### src/rtl/dpram_fifo_ctrl.sv
// Streaming FIFO controller around one rdpb18 dual-port SRAM (A write-only, B read-only).
// A 2-entry head/skid buffer hides the macro's one-cycle read latency.
module dpram_fifo_ctrl #(
    parameter int DWIDTH = 16,
    parameter int AWIDTH = 7
) (
    input  logic              clk,
    input  logic              xrst,
    input  logic              clr,
    input  logic              s_valid,
    output logic              s_ready,
    input  logic [DWIDTH-1:0] s_data,
    output logic              m_valid,
    input  logic              m_ready,
    output logic [DWIDTH-1:0] m_data,
    output logic [AWIDTH+1:0] count,
    output logic [AWIDTH-1:0] ram_aa,
    output logic              ram_csba,
    output logic              ram_weba,
    output logic              ram_reba,
    output logic              ram_oeba,
    output logic [DWIDTH-1:0] ram_ia,
    output logic [AWIDTH-1:0] ram_ab,
    output logic              ram_csbb,
    output logic              ram_rebb,
    output logic              ram_webb,
    output logic              ram_oebb,
    output logic [DWIDTH-1:0] ram_ib,
    input  logic [DWIDTH-1:0] ram_ob
);

    localparam logic [AWIDTH:0] FULL = (AWIDTH+1)'(2**AWIDTH);

    logic [AWIDTH-1:0] wr_ptr;
    logic [AWIDTH-1:0] rd_ptr;
    logic [AWIDTH:0]   ram_used;
    logic              inflight;
    logic [1:0]        obuf_cnt;
    logic [DWIDTH-1:0] skid;

    logic              active;
    logic              wr_en;
    logic              rd_en;
    logic              pop;
    logic [2:0]        occ;
    logic [1:0]        obuf_left;
    logic [1:0]        obuf_nxt;
    logic [DWIDTH-1:0] head_nxt;
    logic [DWIDTH-1:0] skid_nxt;
    logic [AWIDTH:0]   used_nxt;

    assign active  = xrst & ~clr;
    assign s_ready = active & (ram_used != FULL);
    assign wr_en   = s_valid & s_ready;
    assign pop     = m_valid & m_ready;

    // Issue a read only if the word will still fit in the buffer once it lands.
    assign occ   = {1'b0, obuf_cnt} + {2'b00, inflight};
    assign rd_en = active & (ram_used != '0) & (occ <= ({2'b00, pop} + 3'd1));

    assign obuf_left = obuf_cnt - {1'b0, pop};

    always_comb begin
        obuf_nxt = obuf_left + {1'b0, inflight};
        head_nxt = m_data;
        skid_nxt = skid;
        used_nxt = ram_used;
        if (pop) begin
            head_nxt = skid;
        end
        // Returning word lands in the head if pop emptied the buffer, else in the skid.
        if (inflight) begin
            if (obuf_left == 2'd0) begin
                head_nxt = ram_ob;
            end else begin
                skid_nxt = ram_ob;
            end
        end
        case ({wr_en, rd_en})
            2'b10:   used_nxt = ram_used + 1'b1;
            2'b01:   used_nxt = ram_used - 1'b1;
            default: used_nxt = ram_used;
        endcase
    end

    always_ff @(posedge clk) begin
        if (!xrst || clr) begin
            wr_ptr   <= '0;
            rd_ptr   <= '0;
            ram_used <= '0;
            inflight <= 1'b0;
            obuf_cnt <= '0;
            skid     <= '0;
            m_data   <= '0;
            m_valid  <= 1'b0;
        end else begin
            if (wr_en) begin
                wr_ptr <= wr_ptr + 1'b1;
            end
            if (rd_en) begin
                rd_ptr <= rd_ptr + 1'b1;
            end
            ram_used <= used_nxt;
            inflight <= rd_en;
            obuf_cnt <= obuf_nxt;
            skid     <= skid_nxt;
            m_data   <= head_nxt;
            m_valid  <= (obuf_nxt != 2'd0);
        end
    end

    assign count = {1'b0, ram_used} + (AWIDTH+2)'(inflight) + (AWIDTH+2)'(obuf_cnt);

    assign ram_aa   = wr_ptr;
    assign ram_csba = ~wr_en;
    assign ram_weba = ~wr_en;
    assign ram_reba = 1'b1;
    assign ram_oeba = 1'b1;
    assign ram_ia   = s_data;
    assign ram_ab   = rd_ptr;
    assign ram_csbb = ~rd_en;
    assign ram_rebb = ~rd_en;
    assign ram_webb = 1'b1;
    assign ram_oebb = 1'b0;
    assign ram_ib   = '0;

endmodule

### config.mk
export PLATFORM = sky130hd
export DESIGN_NAME = dpram_fifo_ctrl
export DESIGN_NICKNAME = d
export VERILOG_FILES = /design/src/rtl/dpram_fifo_ctrl.sv
export SDC_FILE = /design/constraint.sdc
export NUM_CORES = 1
export LEC_CHECK = 0
export CAP_MARGIN = 15
export CORE_MARGIN = 10
export CORE_UTILIZATION = 35
export DETAILED_ROUTE_END_ITERATION = 8
export DONT_BUFFER_PORTS = 1
export MAX_ROUTING_LAYER = met4
export SYNTH_ARGS = -nofsm -noshare
export SYNTH_HDL_FRONTEND = slang
export SYNTH_SLANG_ARGS = --single-unit
### constraint.sdc
create_clock -name clk -period 11.5 [get_ports clk]
set_input_delay 1.15 -clock clk [delete_from_list [all_inputs] [get_ports clk]]
set_output_delay 1.15 -clock clk [all_outputs]
set_load 0.05 [all_outputs]
==> impl_metrics.tcl, run 1 <==
set metrics [dict create \
    clkTransAtPathRegs_ns 0.07 \
    initial_core_util 0.364 \
    ys_types 48 \
    crit_path_start_kind "input pin" \
    grt_pass1_vias 2359 \
    min_period_over_period 0.465 \
    peakVddDrop_uv 65.8 \
    crit_type "in2out" \
    finClkSkew_ns 0.00829 \
    setup_viol 0 \
    dp.cells 471 \
    synth_ff_type "dfxtp_1" \
    synth_edf_count 0 \
    drtIter0Drc 208 \
    synth.top_cell.area_share 0.362 \
    fmaxAchievable_ghz 0.187 \
    clock_latency_ns 0.33 \
    cellLeakagePower_nw 1.23 \
    finalMaxSlewViolations 0 \
    clock-sinks 58 \
    arrival_ns 4.19 \
    worst_slew_pin_slew_ns 1.24 \
    utilization 0.380 \
    grt-ovfl-total 0 \
    std_cell_rows 34 \
    endpoint_kind "primary output" \
    drive_gt1_frac 0.0868 \
    clockBufferDepth 2 \
    place_congestion 0.790 \
    period_needed_ns 5.34 \
    synth_seq_cells 58 \
    numCtsBuffers 9 \
    dp_hpwl_mm 5.43 \
    syn_inst 393 \
    port_buffers 0 \
    vias 2465 \
    ys_warn_count 0 \
    firstDrtPassIters 5 \
    cap_violations 0 \
    track_usage 0.116 \
    synth.avg_cell_area_um2 8.16 \
    slew_headroom 0.173 \
    cp_data_required_time_ns 10.35 \
    hold_violations 0 \
    fin_cells 488 \
    synthArstFlopShare 0 \
    power_frac_seq 0.456 \
    powerDensity_nw_per_um2 133 \
    crit_fanout 18 \
    cts_hold_buf 0 \
    setup_tns_ns 0 \
    grt_max_degree 52 \
    core-area_um2 8810 \
    avgViaCountPerCell 5.05 \
    antenna_found_initial 0 \
    post-cts-setup-buffers 0 \
    synth_top_area_cell "dfxtp_1" \
    status "finished, final reports clean" \
    netSwitchingPower_uw 118 \
    rsz0062_at_grt "false" \
    final_nets 431 \
    synth.most_common_cell "nand2_1" \
    syn_to_final_growth_pct 4.45 \
    grt_pass1_wl_mm 12.2 \
    h-tree-depth 3 \
    drc_errors 0 \
    netlist_area_um2 3210 \
    ant_nets 0 \
    dieWidth_um 116 \
    ios 118 \
    cts_tree "done" \
    dieHeight_um 116 \
    p_sw_frac 0.265 \
    ys_top_cells_by_count "nand2_1 (84), dfxtp_1 (58), buf_4 (38)" \
    diodes 0 \
    detail_route.wl_per_cell_um 15.3 \
    pwr-share-clk 0.478 \
    hold_class "reg2reg" \
    yosysSeqAreaShare 0.362 \
    root_buffer "clkbuf_8" \
    post_cts_resize_count 0 \
    die_area_um2 13400 \
    fin_ws_ns 6.16 \
    yosys-top-cells-area "dfxtp_1 (36%), nand2_1 (9.8%), buf_4 (8.9%)" \
    dp_slack_ns 5.90 \
    p_int_uw 329 \
    wl_mm 7.49 \
    comb_power_share 0.066 \
]
-- metrics by stage --
step	hold slack (ns)	area [um^2]	total power [mW]
after floorplan	0.437	3270	0.255
after global placement	0.442	3110	0.237
after detailed placement	0.447	3110	0.237
after CTS	0.458	3330	0.452
after global routing	0.472	3350	0.466
final	0.455	3350	0.447
-- critical path, stage by stage --
cell      delay (ns)
nand2_1         0.46
clkinv_1        0.67
fa_1            0.67
o31a_1          0.29
o21ai_4         0.22
nor2_2          0.10
inv_1           0.63
-- area by class of cell --
cell class	instances	area, um^2
inverters	17	63.8
repair buffers	7	60.1
flip-flops and latches	58	1160
fillers	900	5460
multi-input cells	282	1700
well taps	108	135
clock buffers	9	124
clock inverters	7	103
-- registers in the layout (all words and copies together), names as in the netlist --
| register | count |
|---|---|
| m_data | 16 |
| skid | 16 |
| ram_used | 8 |
| ram_aa | 7 |
| ram_ab | 7 |
| obuf_cnt | 2 |
| inflight | 1 |
| m_valid | 1 |
-- power by group through the flow --
| stage | Sequential, mW | Combinational [mW] | Clock, mW |
|---|---|---|---|
| after global routing | 0.204 | 0.0314 | 0.231 |
| after global placement | 0.208 | 0.0290 | 0 |
| after CTS | 0.204 | 0.0292 | 0.219 |
| final | 0.204 | 0.0296 | 0.214 |
| after floorplan | 0.208 | 0.0471 | 0 |
| after detailed placement | 0.208 | 0.0291 | 0 |
-- cells in the final DEF (no fill, tap or decap), types with 4 or more instances in the layout --
| master | count |
|---|---|
| xor2_1 | 8 |
| nand4_1 | 4 |
| nand2_1 | 84 |
| o21ai_0 | 5 |
| buf_4 | 6 |
| a311oi_1 | 16 |
| clkbuf_8 | 9 |
| conb_1 | 20 |
| ha_1 | 15 |
| dfxtp_1 | 58 |
| fa_1 | 4 |
| xnor2_1 | 9 |
| a21oi_1 | 25 |
| nand3_1 | 11 |
| nor2_1 | 33 |
| inv_1 | 16 |
| nor3_1 | 4 |
-- cells by family after synthesis --
logic type,count (synthesis),share of synthesized area
compound gates,65,0.145
xor+xnor,17,0.0465
fa+ha+maj,19,0.0835
buf+inv,71,0.129
flops,58,0.362
mux,3,0.00937
other cells,2,0.00234
simple gates,158,0.222
-- per-layer routing --
metal,GRT usage,up-vias,routed length [um]
met1,0.132,1152,3210
met3,0.0553,4,826
met2,0.183,76,3400
met4,0.0259,0,42
li1,-,1233,-
met5,-,-,0
-- worst paths after layout --
check | endpoint | startpoint | cells past startpoint | slack (ns)
worst min-delay path | skid[10]$_SDFFE_PP0P_ | skid[10]$_SDFFE_PP0P_ | 2 | 0.46
worst max-delay path | ram_rebb | m_ready | 7 | 6.16
worst min register to register | skid[10]$_SDFFE_PP0P_ | skid[10]$_SDFFE_PP0P_ | 2 | 0.46
worst max register to register | ram_used[7]$_SDFFE_PP0P_ | m_valid$_SDFF_PP0_ | 13 | 6.42
(Power assumes the default switching activity.)
==> run 2, diff against run 1 <==
--- a/config.mk
+++ b/config.mk
@@ -5,6 +5,7 @@
 export SDC_FILE = /design/constraint.sdc
 export NUM_CORES = 1
 export LEC_CHECK = 0
+export ABC_AREA = 1
 export CAP_MARGIN = 15
 export CORE_MARGIN = 10
 export CORE_UTILIZATION = 35
==> constraint.sdc (replaced) <==
create_clock -name clk -period 5.05 [get_ports clk]
set_input_delay 0.505 -clock clk [delete_from_list [all_inputs] [get_ports clk]]
set_output_delay 0.505 -clock clk [all_outputs]
set_load 0.05 [all_outputs]
==> run 2 against run 1 <==
Compared with the run above:
- via count grew 19%
- final area grew 10%
- first-iteration DRC count grew 44%
- routed wire length grew 15%
- die area grew 10%
- sequential cell count is the same
- worst hold slack lost 0.15 ns
- final cell count grew 30%
- sequential share of layout area shrank 3.2 points
- critical endpoint is now ram_used[4]$_SDFFE_PP0P_
- largest cell class unchanged
- largest power group is now sequential cells
- highest routed layer unchanged
==> impl_metrics.tcl, run 2 <==
set metrics [dict create \
    synth.avg_cell_area_um2 6.98 \
    synth_ff_type "dfxtp_1" \
    post-cts-setup-buffers 0 \
    synth_seq_cells 58 \
    critPathMaxStageDelay_ns 0.66 \
    fillers 1079 \
    hold_class "in2reg" \
    ys_types 33 \
    numCtsBuffers 9 \
    crit_fanout 18 \
    min_period_over_period 0.843 \
    placed_area_um2 3460 \
    synth.top_cell.area_share 0.323 \
    antenna_found_initial 0 \
    slew_headroom 0.290 \
    arrival_ns 4.50 \
    dieWidth_um 121 \
    path_cells "nand2_2, clkinv_1, fa_1, nor2_1, nand2_1, nand2_1, nand3_4, inv_2, ha_1, inv_1, fa_1, inv_1, nand2_1, nand2_1, o21ai_0, xor2_1, nand2_1, nand2_1, inv_1" \
    ff_latch_area_um2 1160 \
    crit_path_start_kind "flip-flop" \
    syn_inst 515 \
    cts_hold_buf 0 \
    ant_nets 0 \
    cp_data_required_time_ns 5.30 \
    endpoint_kind "flip-flop" \
    dieHeight_um 121 \
    status "finished, final reports clean" \
    setup_viol 0 \
    ios 118 \
    drc_errors 0 \
    drive_gt1_frac 0.0760 \
    drtIter0Drc 300 \
    design_area_um2 3680 \
    diodes 0 \
    root_buffer "clkbuf_8" \
    grt_pass1_wl_mm 14.3 \
    std_cell_rows 36 \
    multi_input_area_um2 1850 \
    synth_edf_count 0 \
    synth.most_common_cell "nand2_1" \
    place_congestion 0.832 \
    fmaxAchievable_ghz 0.235 \
    cellLeakagePower_nw 1.68 \
    layout_commonest_cell "nand2_1" \
    critical-path-slowest-cell "dfxtp_1" \
    port_buffers 0 \
    setup_tns_ns 0 \
    cp_top_family "simple AND/OR/NAND/NOR gates" \
    grt_max_degree 42 \
    cap_violations 0 \
    cts_tree "done" \
    initial_core_util 0.363 \
    worst_slew_pin_slew_ns 1.06 \
    peakVddDrop_uv 127 \
    finClkSkew_ns 0.0102 \
    syn_to_final_growth_pct 2.44 \
    rsz0062_at_grt "false" \
    track_usage 0.122 \
    core-area_um2 9910 \
    ys_warn_count 0 \
    grt_pass1_vias 2885 \
    period_needed_ns 4.26 \
    grt-ovfl-total 0 \
    netlist_area_um2 3600 \
    wl_mm 8.64 \
    critPathBufInv 5 \
    final_nets 551 \
    firstDrtPassIters 4 \
    powerDensity_nw_per_um2 323 \
    post_cts_resize_count 0 \
    yosys-top-cells-area "dfxtp_1 (32%), nand2_1 (12%), buf_4 (8.1%)" \
    mostFrequentLayoutCells "nand2_1 (112), inv_1 (64), nor2_1 (60), dfxtp_1 (58), a21oi_1 (36)" \
    crit_type "reg2reg" \
    h-tree-depth 3 \
    reg_top3 "m_data: 16 flops, skid: 16 flops, ram_used: 8 flops" \
    clock-sinks 58 \
    clock_latency_ns 0.34 \
    vias 2934 \
    crit_top_cell "nand2_1" \
    synth_top_area_cell "dfxtp_1" \
    clkTransAtPathRegs_ns 0.07 \
    yosysSeqAreaShare 0.323 \
    clockBufferDepth 2 \
    avgViaCountPerCell 4.64 \
    die_area_um2 14700 \
    detail_route.wl_per_cell_um 13.6 \
    synthArstFlopShare 0 \
    utilization 0.372 \
    finalMaxSlewViolations 0 \
    ys_top_cells_by_count "nand2_1 (112), inv_1 (64), nor2_1 (60)" \
    hold_violations 0 \
    dp_hpwl_mm 6.26 \
]
[run 2: changes by cell type in the layout (fill, tap and decap cells not counted), sizes merged, moves of 10 or more]
| cell | previous run | this run |
|---|---|---|
| inv | 17 | 67 |
| nand3 | 11 | 33 |
| nor2 | 34 | 65 |
| a311oi | 17 | 0 |
| a21oi | 26 | 36 |
| nand2 | 84 | 117 |
| o21ai | 6 | 37 |
[run 2: stage by stage]
step,setup slack (ns),std cells,hold WS [ns],power (mW)
after floorplan,1.40,533,0.453,0.739
after global placement,0.940,617,0.465,0.716
after detailed placement,0.795,617,0.474,0.720
final,0.793,633,0.307,1.19
after CTS,0.789,633,0.291,1.21
after global routing,0.384,633,0.289,1.25
[run 2: final cells by class]
type                       count  share of cell area
inverter                      69              0.0717
timing repair buffer           3             0.00611
clock buffer                  11              0.0384
clock inverter                 5              0.0211
sequential                    58               0.315
multi-input combinational    354               0.502
tap                          133              0.0452
[run 2: logic make-up after synthesis]
family,after synthesis,synth area share
AND/OR/NAND/NOR,224,0.272
other,2,0.00209
adder cells (fa/ha/maj),19,0.0745
AO/OA/AOI/OAI,73,0.102
buffers and inverters,121,0.181
flip-flops,58,0.323
XOR/XNOR,18,0.0459
[run 2: power breakdown]
| part | switching, mW | total [mW] | internal [mW] |
|---|---|---|---|
| combinational | 0.155 | 0.201 | 0.0456 |
| clock | 0.191 | 0.481 | 0.290 |
| sequential | 0.0369 | 0.507 | 0.470 |
[run 2: layer usage]
metal,share of wire,vias up,global-route usage
li1,-,1508,-
met3,0.10,13,0.0498
met1,0.43,1328,0.140
met4,0.011,0,0.0358
met2,0.46,85,0.191
met5,0,-,-
[run 2: final timing paths]
kind | startpoint | endpoint | slack [ns] | cells after the start
worst max-delay path | m_valid$_SDFF_PP0_ | ram_used[4]$_SDFFE_PP0P_ | 0.79 | 19
worst min-delay path | ram_ob[14] | m_data[14]$_SDFF_PP0_ | 0.31 | 2
worst max register to register | m_valid$_SDFF_PP0_ | ram_used[4]$_SDFFE_PP0P_ | 0.79 | 19
worst min register to register | skid[11]$_SDFFE_PP0P_ | skid[11]$_SDFFE_PP0P_ | 0.48 | 2
[run 2: worst register-to-register path: cells and delay by family (launching register included)]
kind	cells	cell delay [ns]
compound gates	1	0.09
xor+xnor	1	0.14
simple gates	9	1.46
buf+inv	5	0.60
fa+ha+maj	3	1.22
flops	1	0.66
